File: config.mk
export PLATFORM = sky130hd
export DESIGN_NAME = mult_unit_flat
export DESIGN_NICKNAME = d
export VERILOG_FILES = /design/src/rtl/mult_if.sv /design/src/rtl/mult_unit.sv /design/src/flat_wrapper.sv
export SDC_FILE = /design/constraint.sdc
export NUM_CORES = 1
export LEC_CHECK = 0
export BUFFER_PORTS_ARGS = -buffer_cell sky130_fd_sc_hd__clkbuf_2
export CAP_MARGIN = 20
export CORE_UTILIZATION = 50
export CTS_CLUSTER_DIAMETER = 100
export DETAILED_ROUTE_END_ITERATION = 12
export GPL_TIMING_DRIVEN = 0
export PLACE_DENSITY = 0.77
export SLEW_MARGIN = 20
export SYNTH_ARGS = -nofsm -noshare
export SYNTH_HDL_FRONTEND = slang
export SYNTH_SLANG_ARGS = --single-unit
File: constraint.sdc
create_clock -name clk -period 3.58 [get_ports clk]
set_input_delay 0.358 -clock clk [delete_from_list [all_inputs] [get_ports clk]]
set_output_delay 0.358 -clock clk [all_outputs]
set_load 0.005 [all_outputs]
File: src/rtl/mult_if.sv
// Decode-side handshake and register-file write bundle for the iterative multiplier.
interface mult_if #(parameter int WIDTH = 32);
  logic             start;
  logic [WIDTH-1:0] op_a;
  logic [WIDTH-1:0] op_b;
  logic             is_signed;
  logic             accumulate;
  logic             busy;
  logic             done;
  logic             write_enable;
  logic [1:0]       mul;
  logic [WIDTH-1:0] write_data_1;
  logic [WIDTH-1:0] write_data_2;

  modport master (
    output start, op_a, op_b, is_signed, accumulate,
    input  busy, done, write_enable, mul, write_data_1, write_data_2
  );

  modport slave (
    input  start, op_a, op_b, is_signed, accumulate,
    output busy, done, write_enable, mul, write_data_1, write_data_2
  );
endinterface

File: src/rtl/mult_unit.sv
// Iterative shift-add multiplier for MULT/MULTU/MADD/MADDU, writing hi/lo to the register file.
// Define EARLY_TERM_EN to leave RUN as soon as the remaining multiplier bits are all zero.
//
// state | meaning
// IDLE  | waiting for start, operands latched on accept
// RUN   | one shift-add iteration per clock
// FIX   | apply sign correction, register hi/lo
// DONE  | one-cycle write strobe to the register file
module mult_unit #(
  parameter int WIDTH = 32,
  parameter int CNT_W = 6
) (
  input  logic   clk,
  input  logic   rst,
  mult_if.slave  bus
);

  localparam int PW = 2 * WIDTH;
  localparam logic [CNT_W-1:0] LAST_ITER = CNT_W'(WIDTH - 1);

  typedef enum logic [1:0] {
    S_IDLE = 2'd0,
    S_RUN  = 2'd1,
    S_FIX  = 2'd2,
    S_DONE = 2'd3
  } state_t;

  state_t           state_q, state_d;
  logic [PW-1:0]    mcand_q, mcand_d;
  logic [WIDTH-1:0] mplier_q, mplier_d;
  logic [PW-1:0]    prod_q, prod_d;
  logic [CNT_W-1:0] cnt_q, cnt_d;
  logic             neg_q, neg_d;
  logic             acc_l_q, acc_l_d;
  logic [WIDTH-1:0] lo_q, lo_d;
  logic [WIDTH-1:0] hi_q, hi_d;

  logic [WIDTH-1:0] abs_a;
  logic [WIDTH-1:0] abs_b;
  logic [PW-1:0]    result;

  always_comb begin
    state_d  = state_q;
    mcand_d  = mcand_q;
    mplier_d = mplier_q;
    prod_d   = prod_q;
    cnt_d    = cnt_q;
    neg_d    = neg_q;
    acc_l_d  = acc_l_q;
    lo_d     = lo_q;
    hi_d     = hi_q;

    // Negating the most negative value wraps to itself, which is the correct unsigned magnitude.
    abs_a  = (bus.is_signed && bus.op_a[WIDTH-1]) ? -bus.op_a : bus.op_a;
    abs_b  = (bus.is_signed && bus.op_b[WIDTH-1]) ? -bus.op_b : bus.op_b;
    result = neg_q ? (~prod_q + 1'b1) : prod_q;

    case (state_q)
      S_IDLE: begin
        if (bus.start) begin
          mcand_d  = {{WIDTH{1'b0}}, abs_a};
          mplier_d = abs_b;
          neg_d    = bus.is_signed & (bus.op_a[WIDTH-1] ^ bus.op_b[WIDTH-1]);
          acc_l_d  = bus.accumulate;
          prod_d   = '0;
          cnt_d    = '0;
          state_d  = S_RUN;
        end
      end
      S_RUN: begin
`ifdef EARLY_TERM_EN
        if (mplier_q == '0) begin
          state_d = S_FIX;
        end else begin
          if (mplier_q[0]) prod_d = prod_q + mcand_q;
          mcand_d  = mcand_q << 1;
          mplier_d = mplier_q >> 1;
          cnt_d    = cnt_q + 1'b1;
          // Last set bit consumed this edge: skip the empty iteration that would follow.
          if (cnt_q == LAST_ITER || mplier_q[WIDTH-1:1] == '0) state_d = S_FIX;
        end
`else
        if (mplier_q[0]) prod_d = prod_q + mcand_q;
        mcand_d  = mcand_q << 1;
        mplier_d = mplier_q >> 1;
        cnt_d    = cnt_q + 1'b1;
        if (cnt_q == LAST_ITER) state_d = S_FIX;
`endif
      end
      S_FIX: begin
        lo_d    = result[WIDTH-1:0];
        hi_d    = result[PW-1:WIDTH];
        state_d = S_DONE;
      end
      S_DONE: begin
        state_d = S_IDLE;
      end
      default: begin
        state_d = S_IDLE;
      end
    endcase
  end

  always_ff @(posedge clk) begin
    if (!rst) begin
      state_q  <= S_IDLE;
      mcand_q  <= '0;
      mplier_q <= '0;
      prod_q   <= '0;
      cnt_q    <= '0;
      neg_q    <= 1'b0;
      acc_l_q  <= 1'b0;
      lo_q     <= '0;
      hi_q     <= '0;
    end else begin
      state_q  <= state_d;
      mcand_q  <= mcand_d;
      mplier_q <= mplier_d;
      prod_q   <= prod_d;
      cnt_q    <= cnt_d;
      neg_q    <= neg_d;
      acc_l_q  <= acc_l_d;
      lo_q     <= lo_d;
      hi_q     <= hi_d;
    end
  end

  assign bus.busy         = (state_q != S_IDLE);
  assign bus.done         = (state_q == S_DONE);
  assign bus.write_enable = (state_q == S_DONE);
  assign bus.mul          = (state_q == S_DONE) ? (acc_l_q ? 2'd2 : 2'd1) : 2'd0;
  assign bus.write_data_1 = lo_q;
  assign bus.write_data_2 = hi_q;

endmodule

File: src/flat_wrapper.sv
// flat-port wrapper written by rule: the top's interface ports become plain ports
module mult_unit_flat 
#(
  parameter int WIDTH = 32,
  parameter int CNT_W = 6
)
  (clk, rst, bus_start, bus_op_a, bus_op_b, bus_is_signed, bus_accumulate, bus_busy, bus_done, bus_write_enable, bus_mul, bus_write_data_1, bus_write_data_2);
  mult_if #(.WIDTH(WIDTH)) bus_i ();
  input  logic clk;
  input  logic rst;
  input wire logic [$bits(bus_i.start)-1:0] bus_start;
  input wire logic [$bits(bus_i.op_a)-1:0] bus_op_a;
  input wire logic [$bits(bus_i.op_b)-1:0] bus_op_b;
  input wire logic [$bits(bus_i.is_signed)-1:0] bus_is_signed;
  input wire logic [$bits(bus_i.accumulate)-1:0] bus_accumulate;
  output wire logic [$bits(bus_i.busy)-1:0] bus_busy;
  output wire logic [$bits(bus_i.done)-1:0] bus_done;
  output wire logic [$bits(bus_i.write_enable)-1:0] bus_write_enable;
  output wire logic [$bits(bus_i.mul)-1:0] bus_mul;
  output wire logic [$bits(bus_i.write_data_1)-1:0] bus_write_data_1;
  output wire logic [$bits(bus_i.write_data_2)-1:0] bus_write_data_2;
  assign bus_i.start = bus_start;
  assign bus_i.op_a = bus_op_a;
  assign bus_i.op_b = bus_op_b;
  assign bus_i.is_signed = bus_is_signed;
  assign bus_i.accumulate = bus_accumulate;
  assign bus_busy = bus_i.busy;
  assign bus_done = bus_i.done;
  assign bus_write_enable = bus_i.write_enable;
  assign bus_mul = bus_i.mul;
  assign bus_write_data_1 = bus_i.write_data_1;
  assign bus_write_data_2 = bus_i.write_data_2;
  mult_unit #(.WIDTH(WIDTH), .CNT_W(CNT_W)) u_core (.clk(clk), .rst(rst), .bus(bus_i));
endmodule
; ---- Word level (Yosys, flattened, before mapping)
; Index checks and enable logic that the tools add are counted.
[totals]
regBits = 234
memories = 0
word_cells = 50
out_inout_bits = 69
mem_bits_rw = 0
mem_bits_ro = 0
latch_bits = 0
inputBits = 69
[op_classes]
muxes = 17
reduce_logical = 9
add_sub_neg = 5
div = 0
shift = 0
multipliers = 0
order_cmp = 0
n_eq_ne = 7
bitwise_logic = 3
[op_table]
columns = op, n
row1 = two-way mux 64 bit, 4
row2 = one-hot mux 64 bit (2 select lines), 2
row3 = two-way mux 32 bit, 3
row4 = "adder 64 x 1 -> 64 bit, second input constant", 1
row5 = adder 64 bit, 1
row6 = negation 32 bit, 2
row7 = NOT 64 bit, 1
row8 = one-hot mux 32 bit (2 select lines), 1
row9 = one-hot mux 6 bit (2 select lines), 1
row10 = two-way mux 2 bit, 4
row11 = one-hot mux 2 bit (4 select lines), 1
row12 = "adder 6 x 1 -> 6 bit, second input constant", 1
row13 = "equality test 6 x 5 -> 1 bit, second input constant", 1
row14 = two-way mux 6 bit, 1
row15 = AND reduction 2 bit, 3
row16 = "equality test 2 bit, second input constant", 2
row17 = "!= test 2 x 1 -> 1 bit, second input constant", 2
row18 = nonzero test 2 bit, 2
row19 = AND reduction 3 bit, 1
row20 = "equality test 2 x 1 -> 1 bit, second input constant", 1
row21 = logical AND 1 bit, 2
row22 = logical NOT 2 bit, 1
row23 = "!= test 2 bit, second input constant", 1
row24 = AND 1 bit, 1
row25 = XOR 1 bit, 1

; ---- Longest topological paths before layout
[logic_depth]
depth_word = 4
mapped_depth = 13
depth_no_buf = 13

; ---- Worst setup path before layout
; OpenSTA, ideal clock, no wires.
[synth_path]
path_type = register to register
startpoint = register u_core.prod_q[8]
endpoint = register u_core.prod_q[63]
arrival_ps = 2934
synth_period_minus_slack_ps = 3066
slack_ps = 514
t_required_ps = 3447
n_path_buf = 1
stages_incl_launch_ff = 13
setup_ps = 133
path_cell_list = dfxtp_1 ha_1 clkbuf_1 a21o_1 a21oi_1 nand2_1 o31ai_1 o22ai_1 o31a_1 o41ai_1 nor3_1 o41ai_1 o31ai_1
[synth_between]
elab_chain_cells = 3
[synth_lines]
columns = item, line_no
row1 = from (decl), mult_unit.sv:31  ; logic [PW-1:0] prod_q, prod_d;
row2 = from (signal assigned), mult_unit.sv:119  ; prod_q <= prod_d;
row3 = adder 64 bit, mult_unit.sv:83  ; if (mplier_q[0]) prod_d = prod_q + mcand_q;
row4 = two-way mux 64 bit, mult_unit.sv:83
row5 = one-hot mux 64 bit (2 select lines), mult_unit.sv:58  ; case (state_q)
; No other way between the ends. The select of a mux whose other input is x is not followed.
; A chain may end at the register's enable or synchronous reset.

; ---- Worst setup path in the final report
[layout_path]
startpoint = register u_core.prod_q[15]
endpoint = register u_core.prod_q[62]
; The elaborated chain is that of the path after synthesis.

==> impl_metrics.yaml <==
timing:
  grt_setup_unrepaired: "false"
  relSlewSlack_pct: 32.2
  timing.final.crit_share_pct: 96.7
  fmax_mhz: 289
  finClkSkew_ns: 0.0147
  final.setup.worst_slack_ns: 0.119
  hold_violations: 0
  slew_viol_final: 0
  finalSetupViolCount: 0
  worst_pin_slew_ns: 1.00
  finalSetupTns_ns: 0
  min_period_ns: 3.46
global_route:
  grt_max_degree: 14
  antenna_found_initial: 1
  grt_pass1_wl_um: 72900
  first_global_vias: 14300
  track_usage_pct: 29.0
  overflow: 0
critical_path:
  critPathMaxFanout: 7
  setup.worst_path.end_class: "register"
  critPathArrivalTime_ns: 3.90
  crit_required_ns: 4.02
  cp-start-kind: "register"
  reg2reg_depth: 11
  r2r-end: "u_core.prod_q[62]$_SDFFE_PN0P_"
  critical_path_class: "register to register"
  timing.rr.start: "u_core.prod_q[15]$_SDFFE_PN0P_"
  rrSetupSlack_ns: 0.12
placement:
  dp_hpwl_um: 35400
  pre_cts_ws_ns: -0.687
  gp_congestion: 0.975
  port-buffer-count: 136
die:
  start_util_pct: 51.1
  die_h_um: 176
  die_area_sq_um: 31100
  rows: 63
  die_x_um: 176
  ios: 138
  core_sq_um: 29700
cts:
  ctsHoldBuffers: 0
  clk_pin_slew_ns: 0.06
  cts_max_path_buffers: 3
  cts_max_level: 1
  cts_made_buffers: 26
  insertion_delay_ns: 0.54
  cts_tree: "built"
  cts.sinks: 234
  clock-root-buffer: "clkbuf_16"
detailed_routing:
  firstDrtPassIters: 5
  initialDrtViolationCount: 1319
  post_drt_wl_per_cell_um: 18.1
  via_per_inst: 6.00
  drc: 0
  final_antenna_net_count: 0
  drt-total-wl_um: 45600
  vias: 15100
yosys:
  synth-seq-area-share_pct: 30.9
  synth_edf_count: 0
  ys_warn_count: 0
  syn_avg_cell_area_sq_um: 7.78
  synth_nets: 2094
  yosys.area.top_type: "dfxtp_1"
  synth_area_sq_um: 15200
  synth_common_cells: "nand2_1 (330), dfxtp_1 (234), a21oi_1 (156)"
  ys_seq_elements: 234
  synth.distinct_cells: 76
  synthArstFlopShare_pct: 0
  synth_area_leaders: "dfxtp_1 (31%), nand2_1 (8.2%), xor2_1 (6.3%)"
  netlist_instances: 1952
  synth_top_area_share_pct: 30.9
  synth_ff_type: "dfxtp_1"
  synth_most_common_cell: "nand2_1"
job:
  cap_violations: 0
min_path:
  worstHoldPathType: "input port to register"
  holdPathStages: 3
  hold_path_end: "u_core.acc_l_q$_SDFFE_PN0P_"
  min_from: "bus_accumulate"
status:
  status: "finished clean"
layout:
  final_net_count: 2250
  syn_to_final_growth_pct: 14.6
  antenna_cells: 0
  drive_gt1_share_pct: 10.7
pwr:
  peakVddDrop_mv: 0.345
  power_leakage_nw: 7.41
  power.density_nw_per_um2: 586
[worst max path at each step]
stage / from / end / slack (ns)
after CTS: u_core.prod_q[1]$_SDFFE_PN0P_ / u_core.prod_q[49]$_SDFFE_PN0P_ / -0.004
final: u_core.prod_q[15]$_SDFFE_PN0P_ / u_core.prod_q[62]$_SDFFE_PN0P_ / 0.12
after global placement: u_core.prod_q[2]$_SDFFE_PN0P_ / u_core.prod_q[56]$_SDFFE_PN0P_ / -0.57
after global routing: u_core.prod_q[46]$_SDFFE_PN0P_ / u_core.prod_q[63]$_SDFFE_PN0P_ / 0.005
after floorplan: u_core.prod_q[8]$_SDFFE_PN0P_ / u_core.prod_q[63]$_SDFFE_PN0P_ / 0.51
after detailed placement: u_core.prod_q[1]$_SDFFE_PN0P_ / u_core.prod_q[63]$_SDFFE_PN0P_ / -0.69
[cell families (layout without fill, tap and decap cells)]
kind of cell | after synthesis | in the layout | share of synthesized area, %
AND/OR/NAND/NOR | 675 | 675 | 20.9
AO/OA/AOI/OAI | 623 | 623 | 27.1
flip-flops | 234 | 234 | 30.9
XOR/XNOR | 179 | 179 | 10.3
buffers and inverters | 155 | 328 | 3.87
adder cells (fa/ha/maj) | 73 | 73 | 6.07
multiplexers | 13 | 13 | 0.857
[metal layers]
metal	up-vias	wire length, um	share of wire [%]	track usage, %
met4	0	1130	2.5	8.99
met3	78	3240	7.1	3.53
met1	7119	21100	46	40.4
met5	-	0	0	0
met2	541	20100	44	46.4
li1	7346	-	-	-
[per-stage QoR]
stage / area, sq um / cells / hold WS (ns) / utilization [%] / power, mW
6_report: 17400 / 2515 / 0.139 / 58.5 / 10.2
5_1_grt: 17400 / 2515 / 0.124 / 58.5 / 10.8
4_1_cts: 17300 / 2523 / 0.112 / 58.4 / 10.2
3_5_place_dp: 16300 / 2478 / 0.446 / 55.0 / 7.25
3_3_place_gp: 16300 / 2478 / 0.439 / 55.0 / 7.14
2_1_floorplan: 15200 / 1952 / 0.431 / - / 5.96
[area by class of cell]
type                            instances  area (sq um)
Clock buffer                           35           776
Sequential cell                       234          4690
Fill cell                            2715         12300
Timing Repair Buffer                  138           696
Buffer                                119           452
Multi-Input combinational cell       1563         10000
Tap cell                              390           488
Inverter                               26          97.6
Clock inverter                         10           156
[timing repair]
| action | 4_1_cts | 5_1_grt |
|---|---|---|
| setup buffers | 0 | 2 |
| resized for setup | 12 | 21 |
| pin swaps | 1 | 5 |
| endpoints found under the setup margin | 16 | 16 |
[layout by cell type, fill, tap and decap left out, types with 8 or more instances in the layout]
| cell | Yosys | final |
|---|---|---|
| nand2_1 | 330 | 330 |
| dfxtp_1 | 234 | 228 |
| o21ai_0 | 155 | 152 |
| a21oi_1 | 156 | 151 |
| clkbuf_2 | 0 | 136 |
| clkbuf_1 | 121 | 112 |
| xor2_1 | 109 | 109 |
| nor2_1 | 104 | 104 |
| ha_1 | 72 | 72 |
| xnor2_1 | 70 | 70 |
| a22oi_1 | 58 | 58 |
| o211a_1 | 56 | 56 |
| nor2b_1 | 53 | 53 |
| a21o_1 | 40 | 40 |
| o31ai_1 | 35 | 33 |
| nor3_1 | 32 | 29 |
| nand4_1 | 28 | 28 |
| clkbuf_16 | 0 | 27 |
| inv_1 | 25 | 25 |
| nand3_1 | 22 | 22 |
| o211ai_1 | 18 | 18 |
| o41ai_1 | 19 | 17 |
| or3_1 | 15 | 15 |
| nor4_1 | 15 | 15 |
| or4_1 | 15 | 15 |
| o21bai_1 | 15 | 15 |
| nand2b_1 | 14 | 14 |
| mux2i_1 | 13 | 13 |
| and2_1 | 12 | 12 |
| o21a_1 | 9 | 8 |
[report_power, final]
group,switching (mW),internal (mW)
combinational,2.47,1.26
clock,1.11,1.80
sequential,0.420,3.14
[sequential cells by signal, summed over array words and instances, names as in the netlist, 2 cells and up]
register,count
u_core.mcand_q,64
u_core.prod_q,64
u_core.bus.write_data_1,32
u_core.bus.write_data_2,32
u_core.mplier_q,32
u_core.cnt_q,6
u_core.state_q,2
[critical path: stages (launching register included)]
cell and delay [ns]:
dfxtp_1 0.49, ha_1 0.34, a21o_1 0.23, a211oi_1 0.26, nor2_1 0.09, o41a_1 0.41, a221oi_1 0.41, o21ai_2 0.20
a21oi_2 0.40, nor4b_2 0.12, o21a_1 0.19, o31ai_1 0.21
Note: power is estimated with default switching activity, not from simulation.
